$ cat src/rtl/color_quantizer.sv
// RGB444 -> RGB222 colour quantizer with 2x2 ordered (Bayer) dither and an
// optional per-frame phase flip. Two registered stages, one pixel per clock.
module color_quantizer #(
  parameter int DITHER_EN = 1,
  parameter int TEMPORAL  = 1
) (
  input  logic        clk,
  input  logic        reset,
  input  logic        en,
  input  logic        pix_valid,
  input  logic        line_start,
  input  logic        frame_start,
  input  logic [11:0] rgb_in,
  output logic [5:0]  rgb_out,
  output logic        valid_out
);

  localparam int NCH = 3;

  // {v/5, v%5} for a 4-bit level; base reaches 3 only for v=15.
  function automatic logic [4:0] f_split(input logic [3:0] v);
    logic [4:0] s;
    s = '0;
    case (v)
      4'd0:  s = {2'd0, 3'd0};
      4'd1:  s = {2'd0, 3'd1};
      4'd2:  s = {2'd0, 3'd2};
      4'd3:  s = {2'd0, 3'd3};
      4'd4:  s = {2'd0, 3'd4};
      4'd5:  s = {2'd1, 3'd0};
      4'd6:  s = {2'd1, 3'd1};
      4'd7:  s = {2'd1, 3'd2};
      4'd8:  s = {2'd1, 3'd3};
      4'd9:  s = {2'd1, 3'd4};
      4'd10: s = {2'd2, 3'd0};
      4'd11: s = {2'd2, 3'd1};
      4'd12: s = {2'd2, 3'd2};
      4'd13: s = {2'd2, 3'd3};
      4'd14: s = {2'd2, 3'd4};
      4'd15: s = {2'd3, 3'd0};
    endcase
    return s;
  endfunction

  function automatic logic [1:0] f_bayer(input logic row, input logic col);
    logic [1:0] t;
    case ({row, col})
      2'b00:   t = 2'd0;
      2'b01:   t = 2'd2;
      2'b10:   t = 2'd3;
      default: t = 2'd1;
    endcase
    return t;
  endfunction

  logic       r_row_par;
  logic       r_col_par;
  logic       r_fphase;
  logic       w_strobe;
  logic       w_eff_row;
  logic       w_eff_col;
  logic       w_phase_next;
  logic       w_ph;
  logic [1:0] w_t;

  logic [1:0] w_base    [NCH];
  logic [2:0] w_rem     [NCH];
  logic [1:0] r_s1_base [NCH];
  logic [2:0] r_s1_rem  [NCH];
  logic [1:0] r_s1_t;
  logic       r_s1_en;
  logic       r_s1_valid;

  logic       w_bump    [NCH];
  logic [2:0] w_q_wide  [NCH];
  logic [5:0] w_q;
  logic [5:0] r_rgb_out;
  logic       r_valid_out;

  // Position of the pixel on the bus this cycle, strobes taking effect at once.
  assign w_strobe     = line_start | frame_start;
  assign w_eff_row    = frame_start ? 1'b0 : (line_start ? ~r_row_par : r_row_par);
  assign w_eff_col    = w_strobe ? 1'b0 : r_col_par;
  assign w_phase_next = r_fphase ^ frame_start;

  if (TEMPORAL != 0) begin : g_temporal
    assign w_ph = w_phase_next;
  end else begin : g_static
    assign w_ph = 1'b0;
  end

  assign w_t = f_bayer(w_eff_row ^ w_ph, w_eff_col ^ w_ph);

  always_ff @(posedge clk) begin
    if (reset) begin
      r_row_par <= 1'b0;
      r_col_par <= 1'b0;
      r_fphase  <= 1'b0;
    end else begin
      r_row_par <= w_eff_row;
      r_col_par <= w_eff_col ^ pix_valid;
      r_fphase  <= w_phase_next;
    end
  end

  for (genvar gi = 0; gi < NCH; gi++) begin : g_ch
    logic [4:0] w_split;

    assign w_split    = f_split(rgb_in[4*gi +: 4]);
    assign w_base[gi] = w_split[4:3];
    assign w_rem[gi]  = w_split[2:0];

    if (DITHER_EN != 0) begin : g_dither
      assign w_bump[gi] = (r_s1_rem[gi] > {1'b0, r_s1_t});
    end else begin : g_round
      assign w_bump[gi] = (r_s1_rem[gi] >= 3'd3);
    end

    // One spare bit so an overflow would be visible to the range check.
    assign w_q_wide[gi]   = {1'b0, r_s1_base[gi]} + {2'b00, w_bump[gi]};
    assign w_q[2*gi +: 2] = w_q_wide[gi][1:0];

    a_q_range: assert property (@(posedge clk) disable iff (reset)
      r_s1_valid |-> (w_q_wide[gi] <= 3'd3));
  end

  always_ff @(posedge clk) begin
    if (reset) begin
      for (int i = 0; i < NCH; i++) begin
        r_s1_base[i] <= '0;
        r_s1_rem[i]  <= '0;
      end
      r_s1_t     <= '0;
      r_s1_en    <= 1'b0;
      r_s1_valid <= 1'b0;
    end else begin
      for (int i = 0; i < NCH; i++) begin
        r_s1_base[i] <= w_base[i];
        r_s1_rem[i]  <= w_rem[i];
      end
      r_s1_t     <= w_t;
      r_s1_en    <= en;
      r_s1_valid <= pix_valid;
    end
  end

  // Output holds its last pixel across gaps; blanked pixels still count as valid.
  always_ff @(posedge clk) begin
    if (reset) begin
      r_rgb_out   <= '0;
      r_valid_out <= 1'b0;
    end else begin
      r_valid_out <= r_s1_valid;
      if (r_s1_valid) begin
        r_rgb_out <= r_s1_en ? w_q : 6'd0;
      end
    end
  end

  assign rgb_out   = r_rgb_out;
  assign valid_out = r_valid_out;

endmodule

$ cat config.mk
export PLATFORM = sky130hd
export DESIGN_NAME = color_quantizer
export DESIGN_NICKNAME = d
export VERILOG_FILES = /design/src/rtl/color_quantizer.sv
export SDC_FILE = /design/constraint.sdc
export NUM_CORES = 1
export LEC_CHECK = 0
export ABC_AREA = 1
export CORE_ASPECT_RATIO = 1.5
export CORE_UTILIZATION = 30
export CTS_CLUSTER_DIAMETER = 100
export DETAILED_ROUTE_END_ITERATION = 10
export SLEW_MARGIN = 5
export SYNTH_ARGS = -nofsm -noshare
export SYNTH_HDL_FRONTEND = slang
export SYNTH_SLANG_ARGS = --single-unit
$ cat constraint.sdc
create_clock -name clk -period 1.4 [get_ports clk]
set_clock_uncertainty 0.05 [all_clocks]
set_input_delay 0.42 -clock clk [delete_from_list [all_inputs] [get_ports clk]]
set_output_delay 0.42 -clock clk [all_outputs]
set_load 0.01 [all_outputs]
After elaboration in Yosys (flattened, before gate mapping) --
Memory sizes are Yosys's and may differ from the RTL's. Index checks and enable logic that the tools add are counted.
Storage, ports and cells: input port bits 18, logic and storage cells 48, memories 5, output and inout port bits 7, register bits after elaboration 14, memory bits (read-only) 240, memory bits (writable) 15
Memories:
- (no name shown) | depth 16, width 5, rd ports 1, clocked after Yosys merged registers in 0, write ports 0, line 24 | case (v)
- (no name shown) | depth 16, width 5, rd ports 1, clocked after Yosys merged registers in 0, write ports 0, line 24
- (no name shown) | depth 16, width 5, rd ports 1, clocked after Yosys merged registers in 0, write ports 0, line 24
- r_s1_rem | depth 3, width 3, rd ports 3, clocked after Yosys merged registers in 0, write ports 3, line 69 | logic [2:0] r_s1_rem [NCH];
- r_s1_base | depth 3, width 2, rd ports 3, clocked after Yosys merged registers in 0, write ports 3, line 68 | logic [1:0] r_s1_base [NCH];
Operators by class: reductions and logical operators 1, eq/ne operators 2, muxes and demuxes 14, bitwise logic cells 12, add/subtract/negate cells 3, order comparisons 3
Operator list (count):
- greater-than comparator 3 x 2 -> 1 bit | 3
- 2-to-1 mux 3 bit | 3
- bitwise OR 1 bit | 7
- adder 2 x 1 -> 2 bit | 3
- 2-to-1 mux 1 bit | 6
- 2-to-1 mux 2 bit | 3
- 2-to-1 mux 6 bit | 1
- case mux 2 bit (3 select lines) | 1
- bitwise XOR 1 bit | 4
- equality test 2 x 1 -> 1 bit, second input constant | 1
- equality test 2 bit, second input constant | 1
- logical NOT 2 bit | 1
- NOT 1 bit | 1

Logic depth before layout (Yosys ltp) --
Gate-level depths: netlist (run 1).
word-level depth 6, mapped depth 11

Worst setup path before layout (run 1) --
Ideal clock, no wire load.
kind reg-to-reg, from register r_s1_t[1], to register r_rgb_out[3], in the netlist rgb_out[3], arrival time 1.300 ns, slack -0.066 ns, stages on the path, launching flop included 12, buffers on the path 0, cells stage by stage dfxtp_1 -> inv_1 -> ha_1 -> inv_1 -> nor2_1 -> o21ai_0 -> nand2_1 -> ha_1 -> inv_1 -> nand2_1 -> nand3_1 -> a21oi_1
On the way: word-level cells in the longest chain between the ends 3
Ends and longest elaborated chain:
- start: declaration | line 70 | logic [1:0] r_s1_t;
- start signal: assignment | line 141 | r_s1_t <= w_t;
- greater-than comparator 3 x 2 -> 1 bit | line 114 | assign w_bump[gi] = (r_s1_rem[gi] > {1'b0, r_s1_t});
- adder 2 x 1 -> 2 bit | line 120 | assign w_q_wide[gi] = {1'b0, r_s1_base[gi]} + {2'b00, w_bump[gi]};
- 2-to-1 mux 6 bit | line 155 | r_rgb_out <= r_s1_en ? w_q : 6'd0;
- end signal: assignment | line 155
- end: declaration | line 77 | logic [5:0] r_rgb_out;
No other way between the ends. A chain may end at the register's enable or synchronous reset.

Worst setup path in the final report (run 1) --
from register r_s1_t[1], to register r_rgb_out[1], in the netlist rgb_out[1]
The elaborated chain is that of the path after synthesis.

==> results of run 1 <==
## registers in the layout, indices dropped and copies added, names as in the netlist
| signal | cells |
|---|---|
| valid_out | 1 |
| r_row_par | 1 |
| r_s1_en | 1 |
| r_s1_valid | 1 |
| rgb_out | 6 |
| r_s1_base | 6 |
| r_s1_rem | 9 |
| r_col_par | 1 |
| r_fphase | 1 |
| r_s1_t | 2 |
## metrics by stage
stage          worst slack (ns)  instances  instance area, sq um
2_1_floorplan           -0.0146        240                  1710
3_3_place_gp             -0.465        345                  2110
3_5_place_dp             -0.495        345                  2110
4_1_cts                  -0.101        354                  2210
5_1_grt                  -0.234        354                  2310
6_report                 -0.113        354                  2310
## what timing repair did
item / in CTS / in global routing
gates resized for setup: 20 / 37
setup buffers: 1 / 0
endpoints found under the setup margin: 18 / 15
pin swaps: 6 / 19
cloned: 0 / 0
## worst max-delay path by stage
stage,end
2_1_floorplan,rgb_out[3]
3_3_place_gp,r_s1_t[1]
3_5_place_dp,r_s1_t[1]
4_1_cts,rgb_out[2]
5_1_grt,rgb_out[1]
6_report,rgb_out[1]
## cells by family after synthesis
group	share of synthesized area (%)
compound gates	10.9
xor+xnor	1.02
fa+ha+maj	16.8
buf+inv	14.6
flops	33.9
simple gates	22.8
## metal layers
layer  vias to the layer above  wire, microns
met5                         -              0
met4                         0             79
met3                         6             91
met2                        28           1630
met1                       682           1390
li1                        822              -
## power by group through the flow
stage                     clock, mW  combinational, mW  sequential, mW
after floorplan                   0              0.311           0.917
after global placement            0              0.461           0.922
after detailed placement          0              0.476           0.921
after CTS                     0.649              0.487           0.908
after global routing          0.690              0.651           0.921
final                         0.636              0.562           0.915
## layout make-up
class	count	area share, %
tap	70	3.79
clock buffer	8	3.46
inverter	49	8.27
multi-input combinational	156	43.5
timing repair buffer	42	15.8
sequential	29	25.2
## critical path: stages (launching register included)
cell	delay, ns
dfxtp_2	0.34
inv_4	0.06
ha_4	0.26
inv_2	0.03
nor2_2	0.09
o21ai_1	0.07
nand2_1	0.07
ha_2	0.18
inv_2	0.04
nand2_2	0.06
nand3_2	0.07
a21oi_2	0.13
## Yosys cell counts (all sizes together)
| master | number | area share, % |
|---|---|---|
| a21oi | 21 | 6.4 |
| buf | 6 | 3.6 |
| dfxtp | 29 | 34 |
| ha | 23 | 17 |
| inv | 49 | 11 |
| nand2 | 62 | 14 |
| nand3 | 12 | 3.8 |
| nand4 | 1 | 0.37 |
| nor2 | 19 | 4.3 |
| nor3 | 2 | 0.58 |
| o21a | 2 | 0.88 |
| o21ai | 12 | 3.7 |
| xnor2 | 1 | 0.51 |
| xor2 | 1 | 0.51 |
==> reports/results.ini, run 1 <==
[die]
io-pin-count = 25
die_h_microns = 94.6
dieWidth_microns = 63.7
row_count = 33
fp.coreArea_sq_mm = 0.00549
start_util_pct = 31.2
dieArea_sq_mm = 0.00603

[yosys]
ys_warn_count = 0
syn_inst = 240
synth_cell_types = 23
synth_area_sq_mm = 0.00171
syn_avg_cell_area_sq_um = 7.14
syn_nets = 281
synth-seq-cells = 29
yosysSeqAreaShare_pct = 33.9

[power]
combPwrFrac_pct = 26.6
leakagePower_nw = 1.15
switchingPower_mw = 0.612
powerDensity_mw_per_mm2 = 914
pwr-share-clk_pct = 30.1
p_int_mw = 1.50
switching_share_pct = 29.0
p_seq_share_pct = 43.3
ir_drop_mv = 0.369
total_power_mw = 2.11

[clock_network]
cts_made_buffers = 5
cts_buffer_depth = 2
ctsHoldBuffers = 0
path_clk_slew_ns = 0.06
clkSinkCount = 29
root_buffer = clkbuf_8
htree_num_levels = 2
clock_latency_ns = 0.28
cts_tree = done

[route]
dr.pass1.iters = 4
drt-total-wl_microns = 3190
drt_iter0_markers = 31
drt-vias-per-instance = 4.34
vias = 1538
antenna_left = 0
post_drt_wl_per_cell_microns = 9.01
drc = 0

[finish]
nFillCells = 564
final_cell_mix = 56 x nand2_1, 32 x inv_1, 27 x dfxtp_1
final_nets = 324
final-seq-area_sq_um = 583
antenna-diode-count = 0
mostFrequentLayoutCell = nand2_1
utilization_pct = 42.1
multi_input_area_sq_mm = 0.00101
layout-drive-gt1-share_pct = 24.3
area_delta_synth_final_pct = 35.0

[timing]
rsz0062_at_grt = true
fin_crit_ns = 1.51
period_share_pct = 108
finalSetupViolCount = 6
hold_ws_ns = 0.413
max_freq_mhz = 661
setup_tns_ns = -0.505
timing.final.ws_setup_ns = -0.113
report.final.hold_viol_count = 0
finalMaxSlewViolations = 0
relSlewSlack_pct = 78.9
tightest_slew_ns = 0.316

[global_route]
use_met1_pct = 11.8
gr-usage-met3_pct = 2.54
grtUsageTotal_pct = 11.8
use_met2_pct = 22.3
grt_max_degree = 15
grt_pass1_vias = 1446
grt-busiest-layer = met2
grt_pass1_wl_microns = 5600
gr-total-overflow = 0
antenna_found_initial = 0

[worst_setup_path]
rr_endpoint = rgb_out[1]
cp_max_fo = 3
rrSetupSlack_ns = -0.11
start_kind = flip-flop
reg2reg_depth = 11
criticalPathCategory = flip-flop to flip-flop
r2r_start = r_s1_t[1]
critPathRequiredTime_ns = 1.57
endpoint_kind = flip-flop
critPathLaunch = r_s1_t[1]
arrival_ns = 1.68

[min_path]
min_path_type = flip-flop to flip-flop
hold_start = rgb_out[5]
hold_end = rgb_out[5]
min_path_cells = 2

[place]
gp_congestion = 0.772
hpwlAfterDp_microns = 2480
io_buffers = 24

[run]
cap_viol_max_count = 0

[outcome]
status = complete, but fails checks
violations = negative setup slack

(Power assumes the default switching activity.)
==> run 2, diff against run 1 <==
DONT_BUFFER_PORTS = 1   (was default)
REMOVE_ABC_BUFFERS = 1   (was default)
==> reports/results.ini, run 2 (synthesis results as in run 1) <==
[global_route]
gr-usage-met3_pct = 4.23  ; was 2.54%
gr-total-overflow = 0  ; unchanged
grtUsageTotal_pct = 11.5  ; was 11.8%
grt_pass1_wl_microns = 5240  ; was 5600 microns
use_met1_pct = 10.9  ; was 11.8%
use_met2_pct = 20.0  ; was 22.3%
grt_pass1_vias = 1290  ; was 1446
antenna_found_initial = 0  ; unchanged
grt-busiest-layer = met2  ; unchanged
grt_max_degree = 27  ; was 15

[worst_setup_path]
critPathRequiredTime_ns = 1.56  ; was 1.57 ns
arrival_ns = 1.65  ; was 1.68 ns
endpoint_kind = flip-flop  ; unchanged
rr_endpoint = rgb_out[1]  ; unchanged
crit_slowest_cell = dfxtp_2  ; unchanged
reg2reg_depth = 11  ; unchanged
rrSetupSlack_ns = -0.09  ; was -0.11 ns
cp_max_fo = 3  ; unchanged
start_kind = flip-flop  ; unchanged
critPathBufInv = 3  ; unchanged
cp_cell_sequence = inv_4 > ha_4 > inv_2 > nor2_1 > o21ai_1 > nand2_1 > ha_2 > inv_2 > nand2_2 > nand3_2 > a21oi_2  ; was inv_4 > ha_4 > inv_2 > nor2_2 > o21ai_1 > nand2_1 > ha_2 > inv_2 > nand2_2 > nand3_2 > a21oi_2
crit_cells = 11  ; unchanged
cpLargestDelayFamily = adder cells  ; unchanged
r2r_start = r_s1_t[1]  ; unchanged
slowest_delay_ns = 0.34  ; about the same
crit_path_frequent_cell = inv_2  ; unchanged
criticalPathCategory = flip-flop to flip-flop  ; unchanged

[finish]
nFillCells = 602  ; was 564
antenna-diode-count = 0  ; unchanged
layout-drive-gt1-share_pct = 17.0  ; was 24.3%
largest_register_ffs = 9  ; unchanged
final-seq-area_sq_um = 582  ; was 583 sq um
final_nets = 282  ; was 324
mostFrequentLayoutCell = nand2_1  ; unchanged
area_delta_synth_final_pct = 12.3  ; was 35.0%
final_cell_mix = 58 x nand2_1, 35 x inv_1, 28 x dfxtp_1  ; was 56 x nand2_1, 32 x inv_1, 27 x dfxtp_1
utilization_pct = 35.1  ; was 42.1%
regMostFlops = r_s1_rem  ; unchanged
fin_cells = 311  ; was 354
multi_input_area_sq_um = 978  ; was 0.00101 sq mm

[power]
ir_drop_mv = 0.366  ; was 0.369 mV
leakagePower_nw = 0.916  ; was 1.15 nW
powerDensity_mw_per_mm2 = 1040  ; was 914 mW/mm^2

[die]
fp.coreArea_sq_mm = 0.00549  ; unchanged
row_count = 33  ; unchanged
die_h_microns = 94.6  ; unchanged
start_util_pct = 31.2  ; unchanged
dieWidth_microns = 63.7  ; unchanged
io-pin-count = 25  ; unchanged
dieArea_sq_mm = 0.00603  ; unchanged

[clock_network]
cts_made_buffers = 5  ; unchanged
ctsHoldBuffers = 0  ; unchanged
cts_tree = done  ; unchanged
clock_latency_ns = 0.28  ; about the same
root_buffer = clkbuf_8  ; unchanged
cts_buffer_depth = 2  ; unchanged
clkSinkCount = 29  ; unchanged
cts_setup_buffers = 0  ; was 1
path_clk_slew_ns = 0.06  ; about the same
htree_num_levels = 2  ; unchanged

[run]
cap_viol_max_count = 0  ; unchanged

[place]
place_ws_ns = -0.171  ; was -0.495 ns
hpwlAfterDp_microns = 2280  ; was 2480 microns
io_buffers = 0  ; was 24
gp_congestion = 0.804  ; was 0.772
dp.cells = 304  ; was 345

[route]
drt_iter0_markers = 43  ; was 31
dr.pass1.iters = 4  ; unchanged
drt-vias-per-instance = 4.41  ; was 4.34
antenna_left = 0  ; unchanged
vias = 1370  ; was 1538
drc = 0  ; unchanged
drt-total-wl_microns = 3090  ; was 3190 microns
post_drt_wl_per_cell_microns = 9.93  ; was 9.01 microns

[min_path]
min_path_cells = 1  ; was 2
min_path_type = input pin to flip-flop  ; was flip-flop to flip-flop
hold_end = rgb_out[4]  ; was rgb_out[5]
hold_start = reset  ; was rgb_out[5]

[timing]
relSlewSlack_pct = 85.4  ; was 78.9%
rsz0062_at_grt = true  ; unchanged
period_share_pct = 106  ; was 108%
report.final.hold_viol_count = 0  ; unchanged
finalMaxSlewViolations = 0  ; unchanged
finalSetupViolCount = 6  ; unchanged
timing.final.ws_setup_ns = -0.0903  ; was -0.113 ns
fin_crit_ns = 1.49  ; was 1.51 ns
tightest_slew_ns = 0.218  ; was 0.316 ns
max_freq_mhz = 671  ; was 661 MHz

[outcome]
violations = negative setup slack  ; unchanged
status = complete, but fails checks  ; unchanged

-- run 2: metal layers --
metal / share of wire [%] / vias to the layer above
met4: 3.7 / 0
met3: 5.2 / 9
met2: 51 / 28
met1: 40 / 598
met5: 0 / -
li1: - / 735
-- run 2: cell type report --
| type | count | share of cell area, % |
|---|---|---|
| Sequential cell | 29 | 30.2 |
| Clock buffer | 7 | 4.48 |
| Multi-Input combinational cell | 156 | 50.8 |
| Tap cell | 70 | 4.55 |
| Inverter | 49 | 9.94 |
-- run 2: through the flow --
step           area (sq um)  power (mW)  setup TNS (ns)  hold slack (ns)
2_1_floorplan          1650        1.19          -0.274            0.433
6_report               1930        2.00          -0.350            0.164
5_1_grt                1930        2.14          -0.831            0.137
3_5_place_dp           1740        1.25          -0.873            0.447
3_3_place_gp           1740        1.25          -0.670            0.445
4_1_cts                1900        2.02          -0.328            0.140
-- run 2: what timing repair did --
item | 4_1_cts | 5_1_grt
pin swaps | 12 | 14
endpoints found under the setup margin | 6 | 7
gates resized for setup | 21 | 9
-- run 2: worst max-delay path by stage --
stage               slack [ns]      start    endpoint
finish                   -0.09  r_s1_t[1]  rgb_out[1]
global route             -0.16  r_s1_t[1]  rgb_out[4]
CTS                      -0.07  r_s1_t[1]  rgb_out[1]
detailed placement       -0.17  r_s1_t[1]  rgb_out[1]
global placement         -0.13  r_s1_t[1]  rgb_out[3]
floorplan                -0.07  r_s1_t[1]  rgb_out[3]
-- run 2: where the power goes --
group | internal, mW | total, mW | switching (mW)
clock network | 0.388 | 0.667 | 0.279
registers | 0.881 | 0.917 | 0.0362
logic | 0.191 | 0.417 | 0.226
total | 1.46 | 2.00 | 0.541
==> run 3, diff against run 2 <==
CORE_UTILIZATION = 45   (was 30)
==> reports/results.ini, run 3 (synthesis results as in run 1) <==
[finish]
final_cell_mix = 60 x nand2_1, 36 x inv_1, 28 x dfxtp_1  ; was 58 x nand2_1, 35 x inv_1, 28 x dfxtp_1
final_nets = 283  ; was 282
area_delta_synth_final_pct = 11.2  ; was 12.3%
final_area_sq_mm = 0.00191  ; was 0.00193 sq mm
largest_register_ffs = 9  ; unchanged
antenna-diode-count = 0  ; unchanged
layout-drive-gt1-share_pct = 15.6  ; was 17.0%
fin_cells = 286  ; was 311
regMostFlops = r_s1_rem  ; unchanged
nFillCells = 368  ; was 602
mostFrequentLayoutCell = nand2_1  ; unchanged

[timing]
relSlewSlack_pct = 86.3  ; was 85.4%
tightest_slew_ns = 0.205  ; was 0.218 ns
fin_crit_ns = 1.45  ; was 1.49 ns
finalSetupViolCount = 6  ; unchanged
timing.final.ws_setup_ns = -0.0503  ; was -0.0903 ns
report.final.hold_viol_count = 0  ; unchanged
period_share_pct = 104  ; was 106%
rsz0062_at_grt = true  ; unchanged
hold_ws_ns = 0.143  ; was 0.164 ns
setup_tns_ns = -0.207  ; was -0.350 ns
max_freq_mhz = 690  ; was 671 MHz
finalMaxSlewViolations = 0  ; unchanged

[power]
leakagePower_nw = 0.931  ; was 0.916 nW
pwr-share-clk_pct = 35.8  ; was 33.3%
p_seq_share_pct = 44.0  ; was 45.8%
switching_share_pct = 27.2  ; was 27.0%
p_int_mw = 1.52  ; was 1.46 mW
ir_drop_mv = 0.611  ; was 0.366 mV
powerDensity_mw_per_mm2 = 1090  ; was 1040 mW/mm^2
combPwrFrac_pct = 20.2  ; was 20.8%
total_power_mw = 2.08  ; was 2.00 mW
switchingPower_mw = 0.567  ; was 0.541 mW

[die]
fp.coreArea_sq_mm = 0.00365  ; was 0.00549 sq mm
io-pin-count = 25  ; unchanged
die_h_microns = 77.6  ; was 94.6 microns
dieWidth_microns = 52.4  ; was 63.7 microns
start_util_pct = 47.0  ; was 31.2%
row_count = 27  ; was 33
dieArea_sq_mm = 0.00407  ; was 0.00603 sq mm

[worst_setup_path]
crit_slowest_cell = dfxtp_2  ; unchanged
cp_cell_sequence = inv_4 > ha_4 > inv_2 > nor2_2 > o21ai_1 > nand2_1 > ha_4 > inv_1 > nand2_1 > nand3_1 > a21oi_1  ; was inv_4 > ha_4 > inv_2 > nor2_1 > o21ai_1 > nand2_1 > ha_2 > inv_2 > nand2_2 > nand3_2 > a21oi_2
critPathBufInv = 3  ; unchanged
critPathRequiredTime_ns = 1.56  ; about the same
endpoint_kind = flip-flop  ; unchanged
cpLargestDelayFamily = adder cells  ; unchanged
start_kind = flip-flop  ; unchanged
r2r_start = r_s1_t[1]  ; unchanged
arrival_ns = 1.61  ; was 1.65 ns
slowest_delay_ns = 0.34  ; about the same
criticalPathCategory = flip-flop to flip-flop  ; unchanged
critPathLaunch = r_s1_t[1]  ; unchanged
cp_max_fo = 3  ; unchanged

[run]
cap_viol_max_count = 0  ; unchanged

[route]
drt_iter0_markers = 16  ; was 43
drc = 0  ; unchanged
vias = 1362  ; was 1370
dr.pass1.iters = 4  ; unchanged
post_drt_wl_per_cell_microns = 10.3  ; was 9.93 microns
antenna_left = 0  ; unchanged
drt-total-wl_microns = 2950  ; was 3090 microns
drt-vias-per-instance = 4.76  ; was 4.41

[outcome]
violations = negative setup slack  ; unchanged
status = complete, but fails checks  ; unchanged

[clock_network]
root_buffer = clkbuf_8  ; unchanged
cts_tree = done  ; unchanged
cts_setup_buffers = 0  ; unchanged
cts_made_buffers = 5  ; unchanged
clock_latency_ns = 0.28  ; about the same
htree_num_levels = 2  ; unchanged
cts_buffer_depth = 2  ; unchanged
path_clk_slew_ns = 0.06  ; about the same
ctsHoldBuffers = 0  ; unchanged
clkSinkCount = 29  ; unchanged

[place]
gp_congestion = 0.780  ; was 0.804
io_buffers = 0  ; unchanged
hpwlAfterDp_microns = 2100  ; was 2280 microns
dp.cells = 278  ; was 304
place_area_sq_mm = 0.00171  ; was 0.00174 sq mm

[min_path]
hold_start = reset  ; unchanged
min_path_type = input pin to flip-flop  ; unchanged

[global_route]
gr-total-overflow = 0  ; unchanged
grt_pass1_wl_microns = 5200  ; was 5240 microns
grt_max_degree = 27  ; unchanged
antenna_found_initial = 0  ; unchanged
grtUsageTotal_pct = 16.8  ; was 11.5%
grt_pass1_vias = 1300  ; was 1290

run 3: changes by cell type in the layout (fill, tap and decap cells not counted), sizes merged:
| cell | delta |
|---|---|
| clkinv | +1 |
| buf | +1 |
run 3: stage by stage:
stage	utilization, %	setup WS, ns
global route	52.2	-0.175
detailed placement	47.0	-0.182
floorplan	-	-0.0658
finish	52.2	-0.0503
CTS	52.0	-0.0684
global placement	47.0	-0.148
run 3: final timing paths:
check                to  slack (ns)  depth (start not counted)
max          rgb_out[3]       -0.05                         11
min reg2reg  rgb_out[0]        0.45                          2
max reg2reg  rgb_out[3]       -0.05                         11
min          rgb_out[2]        0.14                          1
run 3: final cells by class:
class | count | area, sq um | area share (%)
multi-input cells | 156 | 970 | 50.9
flip-flops and latches | 29 | 582 | 30.5
inverters | 49 | 191 | 10.0
clock buffers | 7 | 96.3 | 5.06
well taps | 43 | 53.8 | 2.82
repair buffers | 1 | 7.51 | 0.394
clock inverters | 1 | 5.00 | 0.263
run 3: per-layer routing:
layer	track usage, %	vias up	wire length (microns)
met5	0	-	0
met4	8.68	0	84
met3	4.51	8	108
met2	29.5	25	1530
met1	17.4	591	1220
li1	-	738	-
run 3: timing repair:
item                                    CTS  global route
pin swaps                                 9             7
resized for setup                        21             4
endpoints found under the setup margin    6             7
run 3: worst reg2reg max path, stage by stage, from the launching register on:
cell     delay, ns
dfxtp_2       0.34
inv_4         0.06
ha_4          0.26
inv_2         0.03
nor2_2        0.07
o21ai_1       0.06
nand2_1       0.10
ha_4          0.14
inv_1         0.03
nand2_1       0.04
nand3_1       0.07
a21oi_1       0.13
run 3: power by group through the flow:
stage	sequential [mW]	combinational [mW]	clock (mW)
floorplan	0.917	0.274	0
global placement	0.925	0.327	0
detailed placement	0.924	0.332	0
global route	0.924	0.498	0.812
finish	0.918	0.420	0.747
CTS	0.917	0.407	0.766
